===== src/rtl/p_hardisc.sv =====
// Shared definitions for the register-file scrub scheduler.
// Mode encoding, default range start and pointer reset helper.
package p_hardisc;

   typedef enum logic [1:0] {
      SCRUB_OFF        = 2'b00,
      SCRUB_SHARED     = 2'b01,
      SCRUB_SHARED_RST = 2'b10,
      SCRUB_PERPORT    = 2'b11
   } scrub_mode;

   localparam int SCRUB_FIRST_DEF = 1;

   // Start value of port p, folded into [first, last].
   function automatic int scrub_rst_val(
      input int first,
      input int last,
      input int p
   );
      return first + (p % (last - first + 1));
   endfunction

endpackage


===== src/rtl/scrub_ptr.sv =====
// Wrapping scrub address counter over [FIRST, LAST].
// Emits a wrap pulse in the cycle it steps from LAST back to FIRST.
module scrub_ptr
   import p_hardisc::*;
#(
   parameter int AW     = 5,
   parameter int FIRST  = SCRUB_FIRST_DEF,
   parameter int LAST   = 31,
   parameter int RSTVAL = FIRST
) (
   input  logic          clk,
   input  logic          reset,
   input  logic          enable,
   output logic          wrap,
   output logic [AW-1:0] value
);

   logic [AW-1:0] value_q;

   assign wrap  = enable & (value_q == AW'(LAST));
   assign value = value_q;

   // Step the address, folding LAST back to FIRST.
   always_ff @(posedge clk) begin
      if (reset)
         value_q <= AW'(RSTVAL);
      else if (wrap)
         value_q <= AW'(FIRST);
      else if (enable)
         value_q <= value_q + 1'b1;
   end

endmodule


===== src/rtl/rf_scrub_scheduler.sv =====
// Read-port scrub scheduler: idle RF read ports carry scrub reads.
// Tracks sweeps and requests a restart when scrubbing starves.
module rf_scrub_scheduler
   import p_hardisc::*;
#(
   parameter int RP       = 2,
   parameter int AW       = 5,
   parameter int FIRST    = SCRUB_FIRST_DEF,
   parameter int LAST     = 31,
   parameter int STARVE_W = 4,
   parameter int SWEEP_W  = 8
) (
   input  logic                   s_clk_i,
   input  logic                   s_reset_i,
   input  logic [1:0]             s_mode_i,
   input  logic                   s_flush_i,
   input  logic                   s_stall_i,
   input  logic                   s_nop_i,
   input  logic [RP-1:0]          s_id_free_i,
   input  logic [RP-1:0]          s_op_free_i,
   output logic [RP-1:0][AW-1:0]  s_scrub_add_o,
   output logic [RP-1:0]          s_scrub_use_o,
   output logic                   s_restart_o,
   output logic                   s_sweep_done_o,
   output logic [SWEEP_W-1:0]     s_sweep_cnt_o
);

   scrub_mode mode;
   logic [1:0] mode_q;
   logic mode_chg;
   logic shared;

   logic [RP-1:0] free;
   logic [RP-1:0] adv;
   logic [RP-1:0] wrap;
   logic [RP-1:0][AW-1:0] ptr;

   logic [RP-1:0] sticky_q;
   logic [RP-1:0] sticky_b;
   logic [RP-1:0] sticky_n;
   logic done_n;
   logic done_q;
   logic [SWEEP_W-1:0] cnt_q;

   logic [STARVE_W-1:0] starve_q;
   logic [STARVE_W-1:0] starve_n;

   assign mode     = scrub_mode'(s_mode_i);
   assign mode_chg = (s_mode_i != mode_q);
   assign shared   = (mode == SCRUB_SHARED) | (mode == SCRUB_SHARED_RST);

   assign s_restart_o = (starve_q == '1) & s_mode_i[1]
                      & ~s_flush_i & ~s_reset_i;

   assign s_sweep_done_o = done_q;
   assign s_sweep_cnt_o  = cnt_q;

   // Port freedom, scrub use and pointer advance per mode.
   always_comb begin
      free = '0;
      adv  = '0;
      for (int p = 0; p < RP; p++) begin
         free[p] = s_flush_i | s_restart_o
                 | (s_stall_i & s_op_free_i[p])
                 | (~s_stall_i & (s_id_free_i[p] | s_nop_i));
      end
      s_scrub_use_o = (mode != SCRUB_OFF && !s_reset_i) ? free : '0;
      unique case (mode)
         SCRUB_OFF:        adv = '0;
         SCRUB_SHARED,
         SCRUB_SHARED_RST: adv[0] = |free;
         SCRUB_PERPORT:    adv = free;
      endcase
   end

   // Shared modes broadcast pointer 0 to every port.
   always_comb begin
      s_scrub_add_o = '0;
      for (int p = 0; p < RP; p++)
         s_scrub_add_o[p] = shared ? ptr[0] : ptr[p];
   end

   // Sweep completion and sticky wrap bookkeeping.
   always_comb begin
      sticky_b = mode_chg ? '0 : sticky_q;
      sticky_n = sticky_b | wrap;
      done_n   = 1'b0;
      if (mode == SCRUB_PERPORT) begin
         if (&(sticky_b | wrap)) begin
            done_n   = 1'b1;
            sticky_n = sticky_b & wrap;
         end
      end else if (wrap[0]) begin
         done_n = 1'b1;
      end
   end

   // Starvation counts idle cycles while a restart mode is active.
   always_comb begin
      if (mode_chg || !s_mode_i[1] || (|adv))
         starve_n = '0;
      else
         starve_n = starve_q + 1'b1;
   end

   genvar gp;
   generate
      for (gp = 0; gp < RP; gp++) begin : g_ptr
         scrub_ptr #(
            .AW     (AW),
            .FIRST  (FIRST),
            .LAST   (LAST),
            .RSTVAL (scrub_rst_val(FIRST, LAST, gp))
         ) u_ptr (
            .clk    (s_clk_i),
            .reset  (s_reset_i),
            .enable (adv[gp]),
            .wrap   (wrap[gp]),
            .value  (ptr[gp])
         );
      end
   endgenerate

   // Previous mode follows the input even in reset, so no false change.
   always_ff @(posedge s_clk_i) begin
      mode_q <= s_mode_i;
   end

   // Sweep, starvation and sticky state.
   always_ff @(posedge s_clk_i) begin
      if (s_reset_i) begin
         sticky_q <= '0;
         done_q   <= 1'b0;
         cnt_q    <= '0;
         starve_q <= '0;
      end else begin
         sticky_q <= sticky_n;
         done_q   <= done_n;
         starve_q <= starve_n;
         if (done_n && cnt_q != '1)
            cnt_q <= cnt_q + 1'b1;
      end
   end

endmodule

===== config.mk =====
export PLATFORM = sky130hd
export DESIGN_NAME = rf_scrub_scheduler
export DESIGN_NICKNAME = d
export VERILOG_FILES = /design/src/rtl/p_hardisc.sv /design/src/rtl/scrub_ptr.sv /design/src/rtl/rf_scrub_scheduler.sv
export SDC_FILE = /design/constraint.sdc
export NUM_CORES = 1
export LEC_CHECK = 0
export BUFFER_PORTS_ARGS = -buffer_cell sky130_fd_sc_hd__buf_2
export CAP_MARGIN = 20
export CORE_ASPECT_RATIO = 0.7
export CORE_MARGIN = 2
export CORE_UTILIZATION = 54
export CTS_CLUSTER_DIAMETER = 60
export DETAILED_ROUTE_END_ITERATION = 6
export PLACE_DENSITY = 0.89
export SETUP_SLACK_MARGIN = 0.2
export SLEW_MARGIN = 30
export SYNTH_ARGS = -nofsm -noshare
export SYNTH_HDL_FRONTEND = slang
export SYNTH_SLANG_ARGS = --single-unit

===== constraint.sdc =====
create_clock -name s_clk_i -period 3 [get_ports s_clk_i]
set_input_delay 0.15 -clock s_clk_i [delete_from_list [all_inputs] [get_ports s_clk_i]]
set_output_delay 0.15 -clock s_clk_i [all_outputs]
set_load 0.005 [all_outputs]

== After elaboration in Yosys (flattened, before gate mapping) ==
Index checks and enable logic that the tools add are counted.
Cells by class
  reduce and logical (&&, ||, !) cells: 16
  add/sub/neg operators: 4
  equal/unequal tests: 8
  multiplexer cells: 12
  bitwise operators: 22
Operator list (count)
  $mux W2: 6
  $reduce_or A2 Y1: 6
  $add A5 B1 Y5 const B: 2
  $eq A5 B5 Y1 const B: 2
  $and A1 B1 Y1: 9
  $add A8 B1 Y8 const B: 1
  $ne A8 B8 Y1 const B: 1
  $or A1 B1 Y1: 8
  $mux W5: 1
  $add A4 B1 Y4 const B: 1
  $eq A2 B2 Y1 const B: 2
  $eq A4 B4 Y1 const B: 1
  $mux W1: 4
  $reduce_bool A2 Y1: 2
  $not A1 Y1: 3
  $pmux W1 S3: 1
  $and A2 B2 Y2: 1
  $eq A2 B1 Y1 const B: 1
  $logic_and A1 B1 Y1: 2
  $logic_not A1 Y1: 2
  $logic_not A2 Y1: 1
  $logic_or A1 B1 Y1: 2
  $ne A2 B2 Y1: 1
  $or A2 B2 Y2: 1
  $reduce_and A2 Y1: 1
Storage, ports and cells
  output and inout bits: 22
  input bits: 11
  word-level logic and storage cells: 70
  bits in registers: 27

== Longest topological paths before layout ==
  depth after elaboration: 15
  depth in mapped cells: 9
  mapped depth without buffers: 8

== Modules after synthesis ==
Synthesis repeated with hierarchy kept, for this count alone.
Second synthesis, totals
  cell total of the unflattened synthesis: 166
  area total of the unflattened synthesis: 1522.7 µm²
Modules (own cells, without submodules)
  rf_scrub_scheduler: seq. area each 340.3 µm², area an instance 1023.5 µm², instances 1, cells an instance 113
  scrub_ptr at g_ptr[0].u_ptr: seq. area each 100.1 µm², area an instance 255.2 µm², instances 1, cells an instance 27
  scrub_ptr at g_ptr[1].u_ptr: seq. area each 100.1 µm², area an instance 244.0 µm², instances 1, cells an instance 26

== Worst setup path before layout ==
OpenSTA, ideal clock, no wires.
  path kind: flip-flop to flip-flop
  start: register g_ptr[0].u_ptr.value_q[0]
  end: register cnt_q[7] (netlist: s_sweep_cnt_o[7])
  slack: 623 ps
  library setup time: 123 ps
  cell stages (with the launch flop): 10
  period minus slack after synthesis: 2377 ps
  buffers on the path: 1
  data arrival time: 2253 ps
  path through: dfxtp_1 > ha_1 > and3_1 > ha_1 > nor2b_1 > o311a_4 > nand2b_1 > buf_2 > a2111oi_2 > mux2_1
On the way
  cells in the longest elaborated chain, start to end: 7
  elaborated cells between the ends (all ways): 8
  classes of those cells: eq/ne (1); mux (3); bitwise (2); reduce/logical (2)
Ends and longest elaborated chain
  start, declared: RTL line scrub_ptr.sv:18  | logic [AW-1:0] value_q;
  start signal, assigned: RTL line scrub_ptr.sv:26  | value_q <= AW'(RSTVAL);
  start signal, assigned: RTL line scrub_ptr.sv:28  | value_q <= AW'(FIRST);
  start signal, assigned: RTL line scrub_ptr.sv:30  | value_q <= value_q + 1'b1;
  $eq A5 B5 Y1 (*): RTL line scrub_ptr.sv:20  | assign wrap = enable & (value_q == AW'(LAST));
  $and A1 B1 Y1 (*): RTL line scrub_ptr.sv:20
  $or A2 B2 Y2: RTL line rf_scrub_scheduler.sv:89  | if (&(sticky_b | wrap)) begin
  $reduce_and A2 Y1: RTL line rf_scrub_scheduler.sv:89
  $mux W1: RTL line rf_scrub_scheduler.sv:89
  $mux W1 (*): RTL line rf_scrub_scheduler.sv:88  | if (mode == SCRUB_PERPORT) begin
  $logic_and A1 B1 Y1 (*): RTL line rf_scrub_scheduler.sv:140  | if (done_n && cnt_q != '1)
  end signal, assigned: RTL line rf_scrub_scheduler.sv:141  | cnt_q <= cnt_q + 1'b1;
  end, declared: RTL line rf_scrub_scheduler.sv:43  | logic [SWEEP_W-1:0] cnt_q;
Mark *: on every way between the ends. The rest lies on a longest branch, timed or not.
A chain may end at the register's enable or synchronous reset.

== Final worst setup path ==
Ends and elaborated chain as after synthesis.

==> impl_metrics.toml <==
[setup_path]
crit_fanout = 9
path_class = "reg -> reg"
crit_family = "compound AO/OA/AOI/OAI gates"
path_cells = "ha_1, and3_1, ha_1, nor2b_1, o311a_4, nand2b_2, a2111oi_4, mux2_1"
crit_top_cell = "ha_1"
critPathBufInv = 0
cp_slowest_cell = "dfxtp_1"
cp-end-kind = "flop"
max_stage_delay_ps = 450
worst_setup_path_start_kind = "flop"
cp.arrival_ps = 2740
cp_data_required_time_ps = 3180

[detailed_routing]
dr.pass1.iters = 4
post-route-drc-count = 0
dr_total_vias = 1420
ant_nets = 0
wire_per_inst_um = 13.73
routed_wl_um = 3391
viasPerCell = 5.749
drt_first_iter_violations = 110

[synth]
netlist.area_leader.share = 0.3462
synth_flop_cell = "dfxtp_1"
avgSynthCellArea_um2 = 8.723
yosys_register_bits = 27
syn_inst = 179
synth_nets = 198
async_reset_ff_frac = 0
synth_edf_count = 0
synthDistinctLibCells = 44
yosys.area.top_type = "dfxtp_1"
netlist_top_cells_area = "dfxtp_1 (35%), ha_1 (6.4%), nor2_1 (4.8%), mux2_1 (4.3%), a21oi_1 (4.2%)"
ys_seq_area_frac = 0.3462
yosys_warnings = 0
syn_area_mm2 = 0.001561

[clocking]
cts_buffers = 3
clk_path_buf_depth = 2
root_buffer = "clkbuf_8"
clock_latency_ps = 280
post_cts_buffers = 0
cts_tree = "yes"
htreeDepth = 1
clk_pin_slew_ps = 100
cts.sinks = 27

[placed_design]
place_inst = 243
portBuffers = 32
dpl.hpwl_um = 2489
preCtsSetupSlack_ps = 368.8
routabilityCongestion = 0.8646
placed_cell_area_mm2 = 0.001754

[power_and_ir_drop]
leakage_nw = 0.7797
clockPowerShare = 0.309
p_per_area_mw_per_mm2 = 382.3
peakVddDrop_uv = 298.0
power_frac_seq = 0.547
p_sw_uw = 188.8
pwr-share-comb = 0.144
p_int_uw = 506.3
p_sw_frac = 0.2716
p_total_uw = 695.1

[final_layout]
utilization = 0.6533
seqCellArea_um2 = 540.5
drive_gt1_frac = 0.2512
final_cell_mix = "buf_2 (32), dfxtp_1 (27), nor2_1 (20)"
diodes = 0
final_cells = 247
syn_to_final_growth_pct = 16.43
nNetsFinal = 231
multi_input_area_um2 = 993.5
fillers = 237
mostFrequentLayoutCell = "buf_2"
final_area_mm2 = 0.001818

[min_path]
hold_class = "in -> reg"

[floorplan]
die_y_um = 48.99
die_x_um = 68.27
coreArea_mm2 = 0.002783
die-area_mm2 = 0.003345
rows = 16
io_pins = 33
initial_core_util = 0.5612

[global_route]
antenna_found_initial = 0
globalRouteTotalUtil = 0.2177
grt_max_degree = 29
grt_pass1_wl_um = 5540
grt_pass1_vias = 1189
grt.overflow.total = 0

[sta]
tightest_slew_ps = 552.3
finalCriticalPeriod_ps = 2567
setup_tns_ps = 0
skew_ps = 8.460
period_share = 0.8556
hold_viol_final = 0
setup_viol_count_final = 0
slew_headroom = 0.6279
fmax_ghz = 0.3896
slew_viol_final = 0
rsz0062_at_grt = "no"
hold_ws_ps = 27.04
fin_ws_ps = 433.3

[run_status]
status = "finished clean"

[flow_run]
drv_cap = 0
-- path summary, 6_finish.rpt --
path | startpoint | end | slack (ps) | cells past startpoint
hold / removal | s_mode_i[0] | mode_q[0]$_DFF_P_ | 30 | 1
setup / recovery | g_ptr[0].u_ptr.value[0]$_SDFFE_PP1P_ | s_sweep_cnt_o[7]$_SDFFE_PP0P_ | 430 | 8
hold reg to reg | starve_q[0]$_SDFF_PP0_ | starve_q[0]$_SDFF_PP0_ | 450 | 1
setup reg to reg | g_ptr[0].u_ptr.value[0]$_SDFFE_PP1P_ | s_sweep_cnt_o[7]$_SDFFE_PP0P_ | 430 | 8
-- registers in the layout, summed over array words and instances (netlist names) --
signal and count:
starve_q 4, mode_q 2, s_sweep_cnt_o 8, sticky_q 2, g_ptr.u_ptr.value 10, s_sweep_done_o 1
-- cell usage after synthesis (3+ instances only) --
master     n
mux2_1     6
dfxtp_1   27
clkbuf_1   4
xor2_1     3
ha_1       8
inv_1      6
nor2b_1    8
nand3b_1   4
nand4_1    3
a21oi_1   13
mux2_2     5
nand2_1   17
nor2_1    20
o21ai_0    8
a31oi_1    3
nand3_1    7
nor3_1     4
-- per-layer routing --
layer	share of wire	vias to the layer above	global-route usage
li1	-	712	-
met1	0.50	660	0.3271
met2	0.44	46	0.3123
met3	0.063	2	0.05543
met4	0.0050	0	0.04333
met5	0	-	0
-- worst register-to-register path, delay by kind of cell, from the launching register on --
kind                       cells  cell delay [ps]
adders and majority gates      2              500
and+or+nand+nor                3              510
DFF                            1              450
AOI/OAI and AO/OA              2              650
muxes                          1              360
-- final cells by class --
type | count | share of cell area
inverters | 6 | 0.01239
flip-flops and latches | 27 | 0.2973
well taps | 36 | 0.02478
clock inverters | 1 | 0.004129
clock buffers | 3 | 0.02271
repair buffers | 33 | 0.09222
multi-input cells | 141 | 0.5465
-- power by group through the flow --
| stage | logic, mW | clock network (mW) | registers, mW |
|---|---|---|---|
| 2_1_floorplan | 0.0627 | 0 | 0.386 |
| 3_3_place_gp | 0.0969 | 0 | 0.387 |
| 3_5_place_dp | 0.0980 | 0 | 0.388 |
| 4_1_cts | 0.0995 | 0.219 | 0.380 |
| 5_1_grt | 0.113 | 0.231 | 0.382 |
| 6_report | 0.100 | 0.214 | 0.380 |
-- what timing repair did --
action	in CTS	in global routing
setup endpoints to repair	0	2
gates resized for setup	0	2
hold buffers	0	0
-- cells by family after synthesis --
logic type	after synthesis	share of synthesized area
AO/OA/AOI/OAI	42	0.2091
XOR/XNOR	4	0.02244
adder cells (fa/ha/maj)	8	0.06411
multiplexers	12	0.08573
flip-flops	27	0.3462
buffers and inverters	11	0.02724
AND/OR/NAND/NOR	75	0.2452
Note: power is estimated with default switching activity, not from simulation.
